<file path="src/rtl/i2c_slave_rx.sv">
// Write-only I2C target receiver: synchronizes SCL/SDA, decodes START/STOP,
// matches the 7-bit address, ACKs writes and delivers received data bytes.
module i2c_slave_rx #(
  parameter logic [6:0] SLAVE_ADDR = 7'b1010000
) (
  input  logic       clk,
  input  logic       rst,
  input  logic       scl,
  input  logic       sda_in,
  output logic       sda_oe,
  output logic [7:0] rx_data,
  output logic       rx_valid,
  output logic       busy,
  output logic       stop_det
);

  typedef enum logic [2:0] {
    IDLE,
    ADDR,
    ADDR_ACK,
    DATA,
    DATA_ACK,
    IGNORE
  } state_t;

  state_t     state;
  logic       scl_s1, scl_s2, scl_d;
  logic       sda_s1, sda_s2, sda_d;
  logic [6:0] shreg;
  logic [2:0] cnt;
  logic       ack_on;

  logic       scl_rise, scl_fall, start_c, stop_c;
  logic [7:0] byte_c;

  // Two-flop synchronizers plus a history flop; reset to the idle bus level.
  always_ff @(posedge clk) begin
    if (rst) begin
      scl_s1 <= 1'b1;
      scl_s2 <= 1'b1;
      scl_d  <= 1'b1;
      sda_s1 <= 1'b1;
      sda_s2 <= 1'b1;
      sda_d  <= 1'b1;
    end else begin
      scl_s1 <= scl;
      scl_s2 <= scl_s1;
      scl_d  <= scl_s2;
      sda_s1 <= sda_in;
      sda_s2 <= sda_s1;
      sda_d  <= sda_s2;
    end
  end

  assign scl_rise = scl_s2 & ~scl_d;
  assign scl_fall = ~scl_s2 & scl_d;
  assign start_c  = scl_s2 & scl_d & sda_d & ~sda_s2;
  assign stop_c   = scl_s2 & scl_d & ~sda_d & sda_s2;
  assign byte_c   = {shreg, sda_s2};

  // Protocol FSM; STOP outranks START, START outranks everything else.
  always_ff @(posedge clk) begin
    if (rst) begin
      state    <= IDLE;
      sda_oe   <= 1'b0;
      rx_data  <= 8'h00;
      rx_valid <= 1'b0;
      busy     <= 1'b0;
      stop_det <= 1'b0;
      shreg    <= 7'd0;
      cnt      <= 3'd0;
      ack_on   <= 1'b0;
    end else begin
      rx_valid <= 1'b0;
      stop_det <= 1'b0;
      if (stop_c) begin
        state    <= IDLE;
        sda_oe   <= 1'b0;
        busy     <= 1'b0;
        stop_det <= 1'b1;
        cnt      <= 3'd0;
        ack_on   <= 1'b0;
      end else if (start_c) begin
        state  <= ADDR;
        sda_oe <= 1'b0;
        cnt    <= 3'd0;
        ack_on <= 1'b0;
      end else begin
        case (state)
          ADDR, DATA: begin
            if (scl_rise) begin
              shreg <= byte_c[6:0];
              cnt   <= cnt + 3'd1;
              if (cnt == 3'd7) begin
                if (state == ADDR) begin
                  if (byte_c[7:1] == SLAVE_ADDR && !byte_c[0]) begin
                    state <= ADDR_ACK;
                    busy  <= 1'b1;
                  end else begin
                    state <= IGNORE;
                    busy  <= 1'b0;
                  end
                end else begin
                  rx_data  <= byte_c;
                  rx_valid <= 1'b1;
                  state    <= DATA_ACK;
                end
              end
            end
          end
          // First SCL fall ends bit 8 (pull SDA), second ends the 9th clock.
          ADDR_ACK, DATA_ACK: begin
            if (scl_fall) begin
              if (!ack_on) begin
                sda_oe <= 1'b1;
                ack_on <= 1'b1;
              end else begin
                sda_oe <= 1'b0;
                ack_on <= 1'b0;
                cnt    <= 3'd0;
                state  <= DATA;
              end
            end
          end
          default: begin
            sda_oe <= 1'b0;
          end
        endcase
      end
    end
  end

endmodule

</file>
<file path="config.mk">
export PLATFORM = sky130hd
export DESIGN_NAME = i2c_slave_rx
export DESIGN_NICKNAME = d
export VERILOG_FILES = /design/src/rtl/i2c_slave_rx.sv
export SDC_FILE = /design/constraint.sdc
export NUM_CORES = 1
export LEC_CHECK = 0
export BUFFER_PORTS_ARGS = -buffer_cell sky130_fd_sc_hd__buf_2
export CAP_MARGIN = 0
export CORE_UTILIZATION = 30
export DETAILED_ROUTE_END_ITERATION = 8
export GPL_ROUTABILITY_DRIVEN = 0
export PLACE_DENSITY = 0.59
export SYNTH_ARGS = -nofsm -noshare
export SYNTH_HDL_FRONTEND = slang
export SYNTH_SLANG_ARGS = --single-unit
</file>
<file path="constraint.sdc">
create_clock -name clk -period 3.9 [get_ports clk]
set_clock_uncertainty 0.05 [all_clocks]
set_input_delay 0.39 -clock clk [delete_from_list [all_inputs] [get_ports clk]]
set_output_delay 0.39 -clock clk [all_outputs]
set_load 0.05 [all_outputs]
</file>
Yosys cells after proc, flatten, opt, wreduce, memory -nomap -nowiden

Cells that the tools add are included.

Word-level logic and storage cells: 83
Output and inout bits: 12
Bits in registers: 32

Bitwise gates (word level): 17
Add/subtract/negate cells: 1
Muxes and demuxes: 18
Reductions and logical operators: 17
Eq/ne operators: 14

Operators with widths:

| cell                  | number |
|---|---|
| $mux W3               | 9 |
| $reduce_and A5 Y1     | 3 |
| $ne A3 B3 Y1 const B  | 4 |
| $pmux W3 S2           | 2 |
| $not A1 Y1            | 10 |
| $ne A2 B2 Y1 const B  | 4 |
| $reduce_and A4 Y1     | 2 |
| $and A1 B1 Y1         | 7 |
| $eq A7 B7 Y1 const B  | 1 |
| $eq A3 B2 Y1 const B  | 2 |
| $eq A3 B3 Y1 const B  | 2 |
| $mux W1               | 6 |
| $reduce_and A6 Y1     | 1 |
| $reduce_or A2 Y1      | 3 |
| $reduce_or A6 Y1      | 1 |
| $reduce_and A2 Y1     | 2 |
| $add A3 B1 Y3 const B | 1 |
| $eq A3 B1 Y1 const B  | 1 |
| $reduce_bool A3 Y1    | 1 |
| $reduce_or A3 Y1      | 1 |
| $pmux W1 S2           | 1 |
| $reduce_bool A2 Y1    | 1 |
| $logic_and A1 B1 Y1   | 1 |
| $logic_not A1 Y1      | 1 |

Longest topological paths before layout

Word-level depth: 8
Gate-level depth with buffers: 7

Worst setup path after synthesis

Ideal clock, no wire load.

Path type: reg-to-reg
From: reg cnt[0]
To: reg state[1]
Arrival: 1.439 ns
Path slack: 2.307 ns
Cell stages (with the launch flop): 7
Path buffers: 1
Data required time: 3.747 ns
Cell sequence: dfxtp_1 -> ha_1 -> ha_1 -> and4b_1 -> and3b_1 -> buf_4 -> a2111oi_2

Longest elaborated chain between the ends: 3

RTL lines:

| what                        | RTL line | text |
|---|---|---|
| start: declaration          | 30       | `logic [2:0] cnt;` |
| start signal: assignment    | 93       | `cnt <= cnt + 3'd1;` |
| $eq A3 B3 Y1                | 94       | `if (cnt == 3'd7) begin` |
| $ne A2 B2 Y1 (no line)      | -        |  |
| $reduce_and A5 Y1 (no line) | -        |  |
| end signal: assignment      | 97       | `state <= ADDR_ACK;` |
| end signal: assignment      | 100      | `state <= IGNORE;` |
| end signal: assignment      | 106      | `state <= DATA_ACK;` |
| end: declaration            | 26       | `state_t state;` |

No other way between the ends.
A chain may end at the register's enable or synchronous reset.

Worst setup path in the final report

From: reg cnt[0]
To: reg rx_data[1]

Longest elaborated chain between the ends: 2

RTL lines:

| what                        | RTL line | text |
|---|---|---|
| $eq A3 B3 Y1                | 94       |  |
| $reduce_and A6 Y1 (no line) | -        |  |
| end signal: assignment      | 104      | `rx_data <= byte_c;` |
| end: declaration            | 11       | `output logic [7:0] rx_data,` |

No other way between the ends.

==> summary.txt <==
CTS
  – CTS tree: done
  – CTS root buf: clkbuf_8
  – CTS resizes: 0
  – CTS sink cnt: 32
  – CTS Buffer Depth: 2
  – Cts hold-fix bufs: 0
  – H-tree Lvls: 2
  – Postcts setup bufs: 0
  – Num CTS Buffers: 5
  – Clock Latency Late Sink: ~0.28 ns
  – Worst-path clk slew: 0.06 ns

Final layout
  – Final core utilization: 36.5%
  – Area Overhead vs Synth: 13.2%
  – N_diodes: 0
  – Filler cells: between 400 and 500
  – Share of post-route cells with drive strength above 1: between 20% and 30%
  – Nets: between 150 and 200

Worst setup path
  – Crit Path Class: flip-flop to flip-flop
  – CP max-delay cell: and3b_1
  – Most frequent CP cell: ha_1
  – Max FO, Critical Path: 10
  – CP startpoint kind: flip-flop
  – Slowest stage delay, CP: roughly 0.56 ns
  – Setup crit end kind: flip-flop
  – CP Cell Sequence: ha_1, ha_1, and4b_1, and3b_1, mux2i_1, nor2_1
  – Arrival @ worst endpoint: about 2.1 ns
  – Worst EP required: ~4.0 ns

Route
  – Wire per inst: 12.1 um
  – DRC Markers: 0
  – Via count: about 1000
  – Total Routed Length: between 2000 and 3000 um
  – Vias/cell: approximately 4.9
  – DR iter-0 viols: 60
  – Routed Antenna Nets: 0
  – Drt pass-1 iters: 4

Global route
  – Largest net degree at the start of global routing: 26
  – Overall Global Routing Usage: a little over an eighth
  – First-pass GRT wire length: approximately 4400 um
  – Vias in the first global route: 914
  – Grt ovf: 0
  – Initial antenna violation count: 0

Yosys
  – Async S/R FF share, synth: 0%
  – Sequential area share after synthesis: a little under half
  – Largest area contributor in the netlist: dfxtp_1
  – Syn Nets: approximately 150
  – Synth top area cells: dfxtp_1 (48%), mux2i_1 (6.0%), nand2_1 (5.9%)
  – Cell with the most instances after synthesis: dfxtp_1
  – #FFs+latches synth: 32
  – Yosys top cell area share: 48.0%
  – Mapped cell area: 1340 sq um
  – Top FF cell, synth: dfxtp_1
  – Distinct cells, synth: 40
  – Gate Count Post-Synth: 142
  – Commonest cells post-synth: dfxtp_1 (32), nand2_1 (21), a21oi_1 (14), nor2_1 (12), mux2i_1 (8)
  – Post-Syn Area per Cell: around 9.4 sq um
  – Number of synthesized flops with an enable pin: 0
  – Yosys warns: 0

Pwr
  – P per Cell Area: 403 nW/um^2
  – Peak VDD IR: roughly 0.22 mV
  – P_leak: about 0.56 nW

Job
  – Max-Cap Viols: 0

STA
  – Slew Limit Headroom: a little over half
  – Max Freq: slightly above 0.5 GHz
  – Worst Tran Pin Value: ~0.7 ns
  – Slew Limit Fails: 0
  – Setup-failing EPs final: 0
  – Post-layout min period: slightly below 2 ns
  – Setup TNS Final: 0 ns
  – Fin crit share: roughly half
  – Endpoints failing hold: 0
  – RSZ-0062 raised after global routing: no

Outcome
  – Status: finished, final reports clean

Floorplan
  – Die width: roughly 69 um
  – Die Ht: around 69 um
  – Die ar.: about 4700 sq um
  – Row Count: 23
  – Initial Util: ~32%
  – I/O pin count: 16
  – Total core area: roughly 4100 sq um

Min path
  – Worst min path class: primary input to flip-flop

Place
  – IO Port Bufs: 15
  – HPWL reported at the end of detailed placement: 1720 um
[registers in the layout, indices dropped and copies added, names as in the netlist]
| name | flops |
|---|---|
| cnt | 3 |
| stop_det | 1 |
| rx_data | 8 |
| sda_oe | 1 |
| shreg | 7 |
| rx_valid | 1 |
| scl_s2 | 1 |
| state | 3 |
| scl_s1 | 1 |
| sda_s2 | 1 |
| scl_d | 1 |
| sda_s1 | 1 |
| ack_on | 1 |
| busy | 1 |
| sda_d | 1 |
[layout by cell type (no fill, tap or decap), drive strengths merged]
master / Yosys / final
xor2: 2 / 2
nor4: 1 / 1
mux2i: 8 / 8
nand3: 6 / 6
and3: 1 / 1
o211ai: 1 / 1
dfxtp: 32 / 32
and3b: 1 / 1
ha: 2 / 2
a31o: 1 / 1
a2111oi: 2 / 2
nor3: 2 / 2
or3: 1 / 1
nand3b: 1 / 1
o22ai: 1 / 1
a21oi: 14 / 14
clkbuf: 3 / 8
or4b: 1 / 1
nor3b: 2 / 2
or2: 6 / 6
xnor2: 1 / 1
or2b: 1 / 1
and4b: 1 / 1
inv: 1 / 1
o21ai: 1 / 1
buf: 5 / 15
nor2b: 2 / 2
nand2b: 1 / 1
a211oi: 2 / 2
nand2: 21 / 21
a311oi: 1 / 1
and2: 1 / 1
nor2: 12 / 12
nand4b: 1 / 1
and4bb: 2 / 2
o21bai: 1 / 1
[routing by layer]
metal  track usage, %  routed length, um
met4             7.65                 59
met3             4.93                155
met5                0                  0
met1             15.9               1200
met2             20.1               1100
[worst max-delay path: cells and delay by family (launching register included)]
family                   cells  cell delay [ns]
AND/OR/NAND/NOR              3             0.82
flip-flops                   1             0.36
adder cells (fa/ha/maj)      2             0.35
multiplexers                 1             0.26
[report_power, final]
group          leakage [nW]  switching, mW  internal (mW)
sequential            0.259        0.00429          0.330
combinational         0.260         0.0105        0.00675
clock                0.0455          0.114          0.144
total                 0.564          0.129          0.480
[metrics by stage]
| stage | total power, mW | setup slack [ns] | cell area (sq um) | hold slack, ns | instances |
|---|---|---|---|---|---|
| floorplan | 0.354 | 2.31 | 1340 | 0.339 | 142 |
| global placement | 0.358 | 2.00 | 1420 | 0.341 | 199 |
| detailed placement | 0.359 | 1.91 | 1420 | 0.343 | 199 |
| CTS | 0.619 | 1.92 | 1510 | 0.223 | 207 |
| global route | 0.637 | 1.76 | 1510 | 0.222 | 207 |
| finish | 0.610 | 1.93 | 1510 | 0.233 | 207 |
[worst paths after layout]
check | from | end | slack [ns] | cells after the start
setup / recovery | cnt[0]$_SDFFE_PP0P_ | rx_data[1]$_SDFFE_PP0P_ | 1.93 | 6
hold / removal | scl | scl_s1$_SDFF_PP1_ | 0.23 | 2
setup reg to reg | cnt[0]$_SDFFE_PP0P_ | rx_data[1]$_SDFFE_PP0P_ | 1.93 | 6
hold reg to reg | sda_s1$_SDFF_PP1_ | sda_s2$_SDFF_PP1_ | 0.36 | 1
[logic make-up after synthesis]
| group | synth area share (%) |
|---|---|
| compound gates | 11.9 |
| xor+xnor | 1.97 |
| fa+ha+maj | 1.87 |
| buf+inv | 4.12 |
| flops | 48.0 |
| mux | 6.00 |
| simple gates | 26.2 |
[layout make-up]
| cell class | instances | area, sq um | share of cell area, % |
|---|---|---|---|
| inverter | 1 | 3.75 | 0.248 |
| multi-input combinational | 101 | 639 | 42.3 |
| timing repair buffer | 15 | 75.1 | 4.97 |
| sequential | 32 | 641 | 42.4 |
| clock buffer | 8 | 90.1 | 5.96 |
| tap | 50 | 62.6 | 4.14 |
No activity file was read; power rests on OpenSTA's default activity.
